File: src/rtl/alu_req_arbiter.sv
// rtl/alu_req_arbiter.sv - two-port request arbiter and sequencer for the shared 32-bit ALU (optional macro ALU_ARB_RR_EN selects round-robin)
module alu_req_arbiter #(
    parameter bit ERR_ON_BAD_OP = 1'b1
) (
    input  logic        clk,
    input  logic        reset,
    input  logic        req0_valid,
    output logic        req0_ready,
    input  logic [31:0] req0_a,
    input  logic [31:0] req0_b,
    input  logic [2:0]  req0_op,
    input  logic        req1_valid,
    output logic        req1_ready,
    input  logic [31:0] req1_a,
    input  logic [31:0] req1_b,
    input  logic [2:0]  req1_op,
    output logic        rsp_valid,
    input  logic        rsp_ready,
    output logic [31:0] rsp_c,
    output logic        rsp_id,
    output logic        rsp_err
);

    typedef enum logic [1:0] {
        IDLE = 2'd0,
        EXEC = 2'd1,
        RESP = 2'd2
    } state_t;

    state_t      state;
    logic        last_grant;
    logic [31:0] lat_a;
    logic [31:0] lat_b;
    logic [2:0]  lat_op;
    logic        lat_id;

    logic        grant0;
    logic        grant1;
    logic [31:0] alu_c;
    logic        bad_op;
    logic        big_shift;

    // Arbitration: a lone valid always wins; contention resolved by the build-time policy
    always_comb begin
`ifdef ALU_ARB_RR_EN
        grant1 = req1_valid && (!req0_valid || (last_grant == 1'b0));
`else
        grant1 = req1_valid && !req0_valid;
`endif
        grant0 = req0_valid && !grant1;
    end

    // Readies are only offered in IDLE, and never while reset is asserted
    assign req0_ready = !reset && (state == IDLE) && grant0;
    assign req1_ready = !reset && (state == IDLE) && grant1;

    // ALU on the latched operands; shift amounts of 32 or more saturate
    always_comb begin
        big_shift = |lat_b[31:5];
        bad_op    = (lat_op[2:1] == 2'b11);
        alu_c     = 32'd0;
        case (lat_op)
            3'b000: alu_c = lat_a + lat_b;
            3'b001: alu_c = lat_a - lat_b;
            3'b010: alu_c = lat_a & lat_b;
            3'b011: alu_c = lat_a | lat_b;
            3'b100: alu_c = big_shift ? 32'd0 : (lat_a >> lat_b[4:0]);
            3'b101: alu_c = big_shift ? {32{lat_a[31]}}
                                      : 32'($signed(lat_a) >>> lat_b[4:0]);
            default: alu_c = 32'd0;
        endcase
    end

    // Sequencer FSM: latch the winner, evaluate once, hold the response until taken
    always_ff @(posedge clk) begin
        if (reset) begin
            state      <= IDLE;
            last_grant <= 1'b1;
            lat_a      <= 32'd0;
            lat_b      <= 32'd0;
            lat_op     <= 3'd0;
            lat_id     <= 1'b0;
            rsp_valid  <= 1'b0;
            rsp_c      <= 32'd0;
            rsp_id     <= 1'b0;
            rsp_err    <= 1'b0;
        end else begin
            case (state)
                IDLE: begin
                    if (grant0 || grant1) begin
                        lat_a      <= grant1 ? req1_a  : req0_a;
                        lat_b      <= grant1 ? req1_b  : req0_b;
                        lat_op     <= grant1 ? req1_op : req0_op;
                        lat_id     <= grant1;
                        last_grant <= grant1;
                        state      <= EXEC;
                    end
                end
                EXEC: begin
                    rsp_c     <= alu_c;
                    rsp_id    <= lat_id;
                    rsp_err   <= ERR_ON_BAD_OP && bad_op;
                    rsp_valid <= 1'b1;
                    state     <= RESP;
                end
                RESP: begin
                    if (rsp_ready) begin
                        rsp_valid <= 1'b0;
                        state     <= IDLE;
                    end
                end
                default: begin
                    rsp_valid <= 1'b0;
                    state     <= IDLE;
                end
            endcase
        end
    end

endmodule

File: config.mk
export PLATFORM = sky130hd
export DESIGN_NAME = alu_req_arbiter
export DESIGN_NICKNAME = d
export VERILOG_FILES = /design/src/rtl/alu_req_arbiter.sv
export SDC_FILE = /design/constraint.sdc
export NUM_CORES = 1
export LEC_CHECK = 0
export ABC_AREA = 1
export BUFFER_PORTS_ARGS = -buffer_cell sky130_fd_sc_hd__buf_4
export CAP_MARGIN = 40
export CORE_ASPECT_RATIO = 0.6
export CORE_MARGIN = 2
export CORE_UTILIZATION = 44
export CTS_BUF_LIST = sky130_fd_sc_hd__clkbuf_8
export CTS_CLUSTER_DIAMETER = 80
export DETAILED_ROUTE_END_ITERATION = 6
export GPL_TIMING_DRIVEN = 0
export PLACE_DENSITY = 0.65
export SLEW_MARGIN = 20
export SYNTH_ARGS = -nofsm -noshare
export SYNTH_HDL_FRONTEND = slang
export SYNTH_SLANG_ARGS = --single-unit
File: constraint.sdc
create_clock -name clk -period 8.3 [get_ports clk]
set_clock_uncertainty 0.2 [all_clocks]
set_input_delay 1.245 -clock clk [delete_from_list [all_inputs] [get_ports clk]]
set_output_delay 1.245 -clock clk [all_outputs]
set_load 0.01 [all_outputs]
==> impl_summary.txt <==
----------------------------------------------------
[Outcome]
  Status ... completed

[Clock tree]
  Sink Count ... about 110
  Worst-skew pair later-pin latency ... around 420 ps
  Clock tree from TritonCTS ... built
  Setup fix buffers added after clock tree synthesis ... 0
  Total of cells resized after clock tree synthesis ... 0
  Clock root buffer master ... clkbuf_8
  Clock slew at reported path FFs ... ~110 ps
  Buffer depth of the longest clock path ... 2
  Htree depth ... 3
  Hold bufs inserted after CTS ... 0
  Number of buffers created by CTS ... 9

[Setup path]
  Required time of the critical path ... around 8400 ps
  Cell type with the highest occurrence count on the critical path ... nand2_1
  Category of the most critical setup path ... flop to flop
  CP max FO ... 10
  Critical-path cell with the highest stage delay ... ha_1
  Data arrival, critical path ... 4870 ps
  Largest stage delay, worst path ... about 350 ps
  Critical Path Source Type ... flop
  Critical Path End Type ... flop

[Logic synthesis]
  Post-synthesis sequential area ratio ... between 20% and 30%
  Asr flop ratio synth ... 0%
  Number of enable flip-flop cells after synthesis ... 0
  Synth Net Count ... around 2k
  Yosys reg bits ... ~110
  Cell with the most instances after synthesis ... nand2_1
  Unique cell type count in the Yosys netlist ... 46
  Most used standard cells in the synthesized netlist ... 583 x nand2_1, 272 x nand3_1, 175 x inv_1
  Biggest area consumer among synthesized cells ... nand2_1
  Post-synthesis cell area ... approximately 10,000 µm²
  Mean instance size in the synthesized netlist ... between 5 and 6 µm²
  Gate count after technology mapping ... 1,795
  Synth Warn # ... 0
  Leading cell types by total area after synthesis ... nand2_1 21%, dfxtp_1 21%, nand3_1 13%, inv_1 6.4%, a21oi_1 5.8%
  Most frequently used flop master after synthesis ... dfxtp_1
  Fraction of synthesized cell area taken by the top area cell type ... between 20% and 30%

[Placement]
  Count of buffers inserted at the top-level ports ... 175
  Placer's final routability congestion estimate ... 1.019
  Worst slack, placed ... roughly 3600 ps
  DPL Wire Length ... roughly 38,000 µm
  Number of placed instances with taps included ... 2,285

[Routing]
  Total wirelength of the detailed-routed design ... around 47,000 µm
  Number of violations reported at the end of detailed-routing iteration 0 ... approximately 1.6k
  DR WL/cell ... around 20 µm
  Number of DRC violations after detailed routing ... 0
  Antenna Nets Post-Route ... 0
  1st-pass router iterations ... 7
  Via count ... about 13k
  Routed vias/inst ... approximately 5.8

[GRT]
  Met1 usage ... 54.15%
  Antenna violations before repair ... 0
  Total congestion overflow after global routing ... 0
  Global routing's busiest layer ... met2
  Fraction of met2 tracks used by global routing ... roughly 56%
  Pin count of the biggest net entering global routing ... 19
  GRT Resource Usage Total ... 38.33%
  First-pass GRT wire length ... about 71,000 µm
  Vias in the first global route ... 12.28k
  Global Route met3 Usage ... 10.38%

[Cells and area]
  Layout cells sized above 1 ... between 10 and 15%
  Number of nets in the finished design ... approximately 2.2k
  Layout Utilization ... 52.95%
  Post-layout instance count excluding filler cells ... ~2.3k
  Area growth from synthesis to final layout ... 19.00%

[STA]
  Slew at the pin closest to its max-slew limit ... 760.7 ps
  Fin Setup TNS ... 0 ps
  Number of max-slew violations in the final report ... 0
  Fraction of the cycle the final worst path needs ... approximately 58%
  Unrepaired setup endpoints after global routing ... false
  Final worst slack ... between 3000 and 4000 ps
  Shortest period the worst path allows ... roughly 4800 ps
  Maximum operating frequency ... 208.9 MHz
  Setup-violating endpoint count in the final report ... 0
  Tightest slew margin relative to the limit ... a little under 50%
  Final-report hold violation count ... 0

[Pwr]
  Leakage Power ... 6.295 nW
  Share of total power in combinational logic ... 55.3%
  Switching Share ... around half
  Total design power ... around 0.0023 W
  Proportion of power drawn by flip-flops and latches ... between 20% and 30%
  Clock group share of total power ... 15.4%
  Power Density ... approximately 190 nW/µm²
  Worst IR drop on VDD ... between 0.09 and 0.1 mV
  Net switching power ... around 0.0011 W
  Internal power component ... 0.001131 W

[Floorplanning]
  Site row count ... 43
  I/O Pins ... between 150 and 200
  Area of the die ... about 24,000 µm²
  Initial core utilization ... between 40% and 50%
  Core region area ... ~23,000 µm²
  Chip Width ... 200.5 µm
  Die Span Y ... ~120 µm

[Job]
  Max Cap Viol ... 0

[Worst hold path]
  Worst Hold Class ... flop to flop

----------------------------------------------------
## final timing paths
path                            startpoint   endpoint  slack, ps  cells after the start
worst max-delay path              lat_b[1]  rsp_c[31]       3510                     26
worst min-delay path             rsp_c[17]  rsp_c[17]        270                      2
worst max register to register    lat_b[1]  rsp_c[31]       3510                     26
worst min register to register   rsp_c[17]  rsp_c[17]        270                      2
## power groups by stage
stage               clock network (W)  logic (W)  registers [W]
finish                       0.000350    0.00126       0.000667
global route                 0.000370    0.00138       0.000669
CTS                          0.000351    0.00122       0.000658
detailed placement                  0    0.00121       0.000670
global placement                    0    0.00121       0.000669
floorplan                           0   0.000817       0.000627
## layer usage
| metal | up-vias | wire length, µm |
|---|---|---|
| met5 | - | 0 |
| met4 | 0 | 1280 |
| met3 | 87 | 5811 |
| met2 | 737 | 18680 |
| met1 | 6200 | 20910 |
| li1 | 6291 | - |
## kinds of logic after synthesis
family | share of synthesized area, %
AOI/OAI and AO/OA | 17.27
adders and majority gates | 4.368
xor gates and xnor gates | 2.834
buffers and inverters | 11.40
DFF | 20.61
and+or+nand+nor | 43.42
muxes | 0.09815
## registers in the layout (all words and copies together), names as in the netlist
register and flops:
rsp_id 1, rsp_c 32, lat_op 3, rsp_err 1
lat_id 1, rsp_valid 1, lat_a 32, state 2
lat_b 32
## worst max-delay path, delay by kind of cell, from the launching register on
kind | cells | cell delay, ps
flops | 1 | 320
simple gates | 10 | 1140
buf+inv | 5 | 1010
fa+ha+maj | 2 | 560
xor+xnor | 1 | 270
compound gates | 8 | 1130
## metrics by stage
step / hold slack, ps / cell area, µm²
finish: 272.2 / 12140
floorplan: 247.1 / 10200
global placement: 253.1 / 11910
detailed placement: 258.1 / 11910
CTS: 273.6 / 12110
global route: 288.8 / 12130
## layout by cell type (no fill, tap or decap), types with 3 or more instances in the layout
cell type / count
nand2_1: 583
nand3_1: 272
buf_4: 184
inv_1: 176
a21oi_1: 118
nor2_1: 109
dfxtp_1: 105
o21ai_0: 76
o211ai_1: 58
clkbuf_1: 56
ha_1: 34
buf_2: 25
xor2_1: 25
o21ai_1: 16
a221oi_1: 14
inv_2: 13
nor3_1: 12
nand4_1: 10
clkbuf_8: 9
xnor2_1: 8
nand3b_1: 8
or2_2: 7
a31oi_1: 7
nor2_2: 6
buf_1: 6
o21bai_1: 6
nand2_2: 4
buf_6: 4
nor3_2: 3
nor4_1: 3
o31ai_1: 3
nand2_4: 3
and3_1: 3
## final cells by class
| type | count | area, µm² |
|---|---|---|
| inverter | 190 | 714.4 |
| clock buffer | 9 | 123.9 |
| antenna | 2 | 5.005 |
| sequential | 105 | 2102 |
| buffer | 98 | 447.9 |
| timing repair buffer | 177 | 1336 |
| tap | 315 | 394.1 |
| clock inverter | 7 | 78.83 |
| fill | 2475 | 10780 |
| multi-input combinational | 1402 | 6934 |
Power figures use the tool's default switching activity.
